[src/rtl/cordic_fsm_pkg.sv]
// Shared state encoding and variable-counter codes for the CORDIC control FSM.
package cordic_fsm_pkg;

  localparam int unsigned STATE_W = 4;
  localparam int unsigned VAR_W   = 2;

  typedef enum logic [STATE_W-1:0] {
    IDLE      = 4'd0,
    LOAD      = 4'd1,
    MUX       = 4'd2,
    SHIFT     = 4'd3,
    ADD_BEG   = 4'd4,
    ADD_WAIT  = 4'd5,
    ADD_STORE = 4'd6,
    ITER_CHK  = 4'd7,
    OUT_A     = 4'd8,
    OUT_B     = 4'd9,
    DONE      = 4'd10
  } state_t;

  localparam logic [VAR_W-1:0] VAR_X = 2'd0;
  localparam logic [VAR_W-1:0] VAR_Y = 2'd1;
  localparam logic [VAR_W-1:0] VAR_Z = 2'd2;

endpackage

[src/rtl/cordic_fsm.sv]
// Control FSM for the iterative floating-point CORDIC sine/cosine unit.
// Outputs are decodes of the current state; enab_cont_var/enab_cont_iter/load_cont_var are partly Mealy.
module cordic_fsm
  import cordic_fsm_pkg::*;
(
  input  logic             clk,
  input  logic             reset,
  input  logic             beg_FSM_CORDIC,
  input  logic             ACK_FSM_CORDIC,
  input  logic             operation,
  input  logic [1:0]       shift_region_flag,
  input  logic [VAR_W-1:0] cont_var,
  input  logic             ready_add_subt,
  input  logic             max_tick_iter,
  input  logic             min_tick_iter,
  input  logic             max_tick_var,
  input  logic             min_tick_var,
  output logic             ready_CORDIC,
  output logic             beg_add_subt,
  output logic             ack_add_subt,
  output logic             sel_mux_1,
  output logic [1:0]       sel_mux_2,
  output logic             sel_mux_3,
  output logic             mode,
  output logic             enab_cont_iter,
  output logic             load_cont_iter,
  output logic             enab_cont_var,
  output logic             load_cont_var,
  output logic             enab_RB1,
  output logic             enab_RB2,
  output logic             enab_d_ff_Xn,
  output logic             enab_d_ff_Yn,
  output logic             enab_d_ff_Zn,
  output logic             enab_dff5,
  output logic             enab_d_ff_out,
  output logic             enab_dff_shifted_x,
  output logic             enab_dff_shifted_y,
  output logic             enab_dff_LUT,
  output logic             enab_dff_sign
);

  state_t state_q, state_d;
  logic   unused_min_tick_var;

  assign unused_min_tick_var = min_tick_var;
  assign mode = 1'b0;

  // Quadrants 2 and 3 swap the roles of X and Y; gated so reset forces it low too.
  assign sel_mux_3 = reset & (operation ^ ((shift_region_flag == 2'b01) ||
                                           (shift_region_flag == 2'b10)));

  always_ff @(posedge clk or negedge reset) begin
    if (!reset) state_q <= IDLE;
    else        state_q <= state_d;
  end

  always_comb begin
    state_d            = state_q;
    ready_CORDIC       = 1'b0;
    beg_add_subt       = 1'b0;
    ack_add_subt       = 1'b0;
    sel_mux_1          = 1'b0;
    sel_mux_2          = 2'b00;
    enab_cont_iter     = 1'b0;
    load_cont_iter     = 1'b0;
    enab_cont_var      = 1'b0;
    load_cont_var      = 1'b0;
    enab_RB1           = 1'b0;
    enab_RB2           = 1'b0;
    enab_d_ff_Xn       = 1'b0;
    enab_d_ff_Yn       = 1'b0;
    enab_d_ff_Zn       = 1'b0;
    enab_dff5          = 1'b0;
    enab_d_ff_out      = 1'b0;
    enab_dff_shifted_x = 1'b0;
    enab_dff_shifted_y = 1'b0;
    enab_dff_LUT       = 1'b0;
    enab_dff_sign      = 1'b0;

    unique case (state_q)
      IDLE: if (beg_FSM_CORDIC) state_d = LOAD;
      LOAD: begin
        enab_RB1       = 1'b1;
        load_cont_iter = 1'b1;
        load_cont_var  = 1'b1;
        state_d        = MUX;
      end
      MUX: begin
        enab_RB2  = 1'b1;
        sel_mux_1 = ~min_tick_iter;
        state_d   = SHIFT;
      end
      SHIFT: begin
        enab_dff_shifted_x = 1'b1;
        enab_dff_shifted_y = 1'b1;
        enab_dff_LUT       = 1'b1;
        enab_dff_sign      = 1'b1;
        sel_mux_1          = ~min_tick_iter;
        state_d            = ADD_BEG;
      end
      ADD_BEG: begin
        beg_add_subt = 1'b1;
        sel_mux_2    = cont_var;
        state_d      = ADD_WAIT;
      end
      ADD_WAIT: begin
        sel_mux_2 = cont_var;
        if (ready_add_subt) state_d = ADD_STORE;
      end
      ADD_STORE: begin
        ack_add_subt = 1'b1;
        sel_mux_2    = cont_var;
        unique case (cont_var)
          VAR_X:   enab_d_ff_Xn = 1'b1;
          VAR_Y:   enab_d_ff_Yn = 1'b1;
          VAR_Z:   enab_d_ff_Zn = 1'b1;
          default: ;
        endcase
        if (max_tick_var) begin
          state_d = ITER_CHK;
        end else begin
          enab_cont_var = 1'b1;
          state_d       = ADD_BEG;
        end
      end
      ITER_CHK: begin
        if (max_tick_iter) begin
          state_d = OUT_A;
        end else begin
          enab_cont_iter = 1'b1;
          load_cont_var  = 1'b1;
          state_d        = MUX;
        end
      end
      OUT_A: begin
        enab_dff5 = 1'b1;
        state_d   = OUT_B;
      end
      OUT_B: begin
        enab_d_ff_out = 1'b1;
        state_d       = DONE;
      end
      DONE: begin
        ready_CORDIC = 1'b1;
        if (ACK_FSM_CORDIC) state_d = IDLE;
      end
      default: state_d = IDLE;
    endcase
  end

endmodule

[config.mk]
export PLATFORM = sky130hd
export DESIGN_NAME = cordic_fsm
export DESIGN_NICKNAME = d
export VERILOG_FILES = /design/src/rtl/cordic_fsm_pkg.sv /design/src/rtl/cordic_fsm.sv
export SDC_FILE = /design/constraint.sdc
export NUM_CORES = 1
export LEC_CHECK = 0
export ABC_AREA = 1
export BUFFER_PORTS_ARGS = -buffer_cell sky130_fd_sc_hd__buf_4
export CORE_MARGIN = 1.5
export CORE_UTILIZATION = 36
export DETAILED_ROUTE_END_ITERATION = 12
export GPL_TIMING_DRIVEN = 0
export HOLD_SLACK_MARGIN = 0.05
export PLACE_DENSITY = 0.74
export REMOVE_ABC_BUFFERS = 1
export SLEW_MARGIN = 20
export SYNTH_ARGS = -nofsm -noshare
export SYNTH_HDL_FRONTEND = slang
export SYNTH_SLANG_ARGS = --single-unit
[constraint.sdc]
create_clock -name clk -period 2.55 [get_ports clk]
set_input_delay 0.51 -clock clk [delete_from_list [all_inputs] [get_ports clk]]
set_output_delay 0.51 -clock clk [all_outputs]
set_load 0.01 [all_outputs]
Word-level counts from Yosys, hierarchy flattened. Index checks and enable logic that the tools add are counted.

Bits in registers: 4. Latch bits: 0. RAM bits: 0. Bits in read-only memories: 0. Logic and storage cells: 54. Memories kept: 0.

Add/subtract/negate cells: 0. Multiply operators: 0. Div/mod/pow operators: 0. $lt $le $gt $ge: 0. Eq/ne operators: 17. Shifts and indexed selects: 0. Multiplexer cells: 27. Bitwise logic cells: 3. Reductions and logical operators: 6.

Operators by type and width (number): $pmux W4 S11 (1); $mux W1 (19); $eq A4 B3 Y1 const B (4); $mux W4 (4); $eq A4 B4 Y1 const B (3); $eq A4 B2 Y1 const B (2); $ne A2 B2 Y1 const B (3); $eq A2 B1 Y1 const B (2); $eq A2 B2 Y1 const B (2); $eq A4 B1 Y1 const B (1); $logic_not A4 Y1 (1); $mux W2 (2); $reduce_and A3 Y1 (1); $reduce_or A3 Y1 (1); $logic_not A2 Y1 (1); $pmux W1 S2 (1); $reduce_or A2 Y1 (1); $and A1 B1 Y1 (1); $logic_or A1 B1 Y1 (1); $not A1 Y1 (1); $xor A1 B1 Y1 (1).

Depth between registers and ports, before layout.
Depth after elaboration: 4. Gate-level depth with buffers: 8. Depth with buffers taken out: 8.

Least setup slack after synthesis. Ideal clock, no wire load.

Kind: register to output. From: register state_q[0]. To: output port load_cont_iter. Arrival: 1.043 ns. Data required time: 2.040 ns. Slack: 0.997 ns. Stages on the path, launching flop included: 6. Path buffers: 1. Path through: dfrtp_1 inv_2 nor2_1 inv_1 nor2_1 buf_4.

Word-level cells in the longest chain between the ends: 2.

Ends and longest elaborated chain: start: declaration (line cordic_fsm.sv:42) `state_t state_q, state_d;`; start signal: assignment (line cordic_fsm.sv:54) `else state_q <= state_d;`; $eq A4 B1 Y1; $mux W1; end: declaration (line cordic_fsm.sv:26) `output logic load_cont_iter,`.

No other way between the ends.

Worst setup path after layout.
From: input port reset. To: output port sel_mux_3.

Word-level cells in the longest chain between the ends: 1.

Ends and longest elaborated chain: start: declaration (line cordic_fsm.sv:7) `input logic reset,`; $and A1 B1 Y1 (line cordic_fsm.sv:49) `assign sel_mux_3 = reset & (operation ^ ((shift_region_flag == 2'b01) ||`; end: declaration (line cordic_fsm.sv:23) `output logic sel_mux_3,`.

No other way between the ends.

==> metrics.txt <==
CP Class in2out; WP data arrival 1.43 ns; P_sw roughly 0.37 mW; Synth area leaders dfrtp_1 21%, nor2_1 14%, nand2_1 11%; global-route wire length before repair 1810 µm; gpl congestion 0.800; area leader, netlist dfrtp_1; core area 0.00116 mm²; Nets 130; VDD IR max 0.406 mV; sw frac 0.510; top routing layer in use met4; Routed Antenna Nets 0; I/O pin total 37; initial cell density of the core 0.408; residual DRC count 0; crit-path max FO 5; largest net degree at the start of global routing 7; Met2 Routed Length 629 µm; most flop-heavy register state_q; Post-CTS Setup Repair Bufs 0; Non-Filler Instances 128; Post-Syn Area per Cell 5.82 µm²; total of max-cap violations 0; WL met1 547 µm; Crit path max-delay family buffers and inverters; Layout fillers 101; gr ovfl total 0; share of cells above drive strength 1 0.439; die height approximately 39 µm; Cell Rows 12; CP max-delay cell dlygate4sd3_1; CTS root buf clkbuf_4; Final WS setup between 0.6 and 0.7 ns; number of global-route vias before repair 487; P_int approximately 0.36 mW; Clock Power Share 0.112; Tcrit/Tclk final 0.763; 1st-pass router iterations 4; WP data required 2.04 ns; cells along the critical path dlygate4sd3_1 -> buf_4 -> inv_1 -> nor2_1 -> buf_4; Reg clk slew, reported paths 0.04 ns; Buf+Inv Stages, Crit Path 4; register area share after synthesis 0.212; number of CTS-inserted buffers 3; Netlist cell types 17; clk buf depth 2; port bufs 34; Crit. End Element output pin; Syn. warnings 0; Final Setup Violations 0; Main synth FF type dfrtp_1; routed vias/inst 4.44; Comb power frac 0.702; Die X-Extent between 30 and 40 µm; Antenna diodes 0; synthesized area 472 µm²; die area roughly 0.0015 mm²; Post-Synthesis Cells 81; setup TNS 0 ns; top cell type's share of synthesized area 0.212; post-synthesis async set-or-reset flop share 1.00; crit start category input port; Most common cell on crit path buf_4; fin crit period around 2 ns; clk_skew 0.00667 ns; RSZ-0062 raised after global routing no; Critical Path Max Stage Delay 0.53 ns; Reg power frac 0.186; top post-synthesis cells by count 17 x nor2_1, 14 x nand2_1, 13 x inv_1; DP Cell Count 124; later-pin clock latency in the skew report 0.24 ns; Post-synth EDFFs 0; fin util 0.640; Total GRT Usage 0.191; Largest register FFs 4; Hold Path Class in2reg; achievable frequency 514 MHz; status completed; Pins Over Slew Limit 0; initial antenna violation count 0; WL/cell 9.96 µm; leakage 0.451 nW; vias roughly 570; CTS tree yes; drt initial violations 12; Largest regs state_q: 4 flops; H-tree depth 1; #FFs+latches synth 4; Power Density 993 mW/mm²; DR WL met3 63 µm; endpoints failing hold 0; DP Wirelength ~1100 µm; cell with the most instances after synthesis nor2_1; dpl ws 0.909 ns; Area Growth Syn to Fin 56.8%; CTS Sinks 4; routed wire length between 1000 and 1500 µm
tightest hold or removal path, stage by stage:
cell	delay, ns
buf_4	0.08
nand2_1	0.05
nand3_1	0.07
cell type report:
type / count / area, µm² / area share
multi-input combinational: 55 / 270 / 0.365
sequential: 4 / 100 / 0.135
tap: 14 / 17.5 / 0.0237
clock buffer: 3 / 22.5 / 0.0305
inverter: 17 / 63.8 / 0.0863
timing repair buffer: 35 / 265 / 0.359
placed cells by master, fill, tap and decap left out, drive strengths merged:
master,instances
buf,34
clkbuf,3
conb,1
dfrtp,4
dlygate4sd3,1
inv,17
nand2,19
nand3,5
nand3b,1
nor2,20
nor3,5
o21ai,2
xnor2,1
xor2,1
metrics by stage:
| stage | power [mW] | area (µm²) | hold WS (ns) |
|---|---|---|---|
| floorplan | 0.441 | 434 | 0.214 |
| global placement | 0.644 | 707 | 0.309 |
| detailed placement | 0.648 | 707 | 0.313 |
| CTS | 0.736 | 739 | 0.495 |
| global route | 0.807 | 739 | 0.512 |
| finish | 0.735 | 739 | 0.500 |
cell families after synthesis:
| group | synth area share |
|---|---|
| compound gates | 0.0212 |
| other cells | 0.00795 |
| simple gates | 0.507 |
| flops | 0.212 |
| buf+inv | 0.215 |
| xor+xnor | 0.0371 |
what timing repair did:
item,CTS,global route
endpoints found under the hold margin,2,0
hold buffers,1,0
gates resized for setup,0,0
power groups by stage:
stage / logic, mW / registers [mW] / clock network, mW
3_3_place_gp: 0.506 / 0.138 / 0
6_report: 0.516 / 0.137 / 0.0822
3_5_place_dp: 0.510 / 0.138 / 0
5_1_grt: 0.569 / 0.143 / 0.0956
2_1_floorplan: 0.312 / 0.130 / 0
4_1_cts: 0.513 / 0.137 / 0.0858
metal layers:
metal	vias to the layer above	global-route usage
met5	-	0
met4	0	0.198
met3	4	0.0636
met2	17	0.288
met1	245	0.197
li1	302	-
worst paths after layout:
kind | start | to | slack, ns | cells after the start
max | reset | sel_mux_3 | 0.61 | 5
max in group asynchronous | reset | state_q[2] | 1.83 | 2
min in group asynchronous | reset | state_q[3] | 0.61 | 2
min | max_tick_iter | state_q[3] | 0.50 | 3
max reg2reg | state_q[0] | state_q[1] | 1.39 | 6
min reg2reg | state_q[1] | state_q[0] | 0.70 | 3
Note: power is estimated with default switching activity, not from simulation.
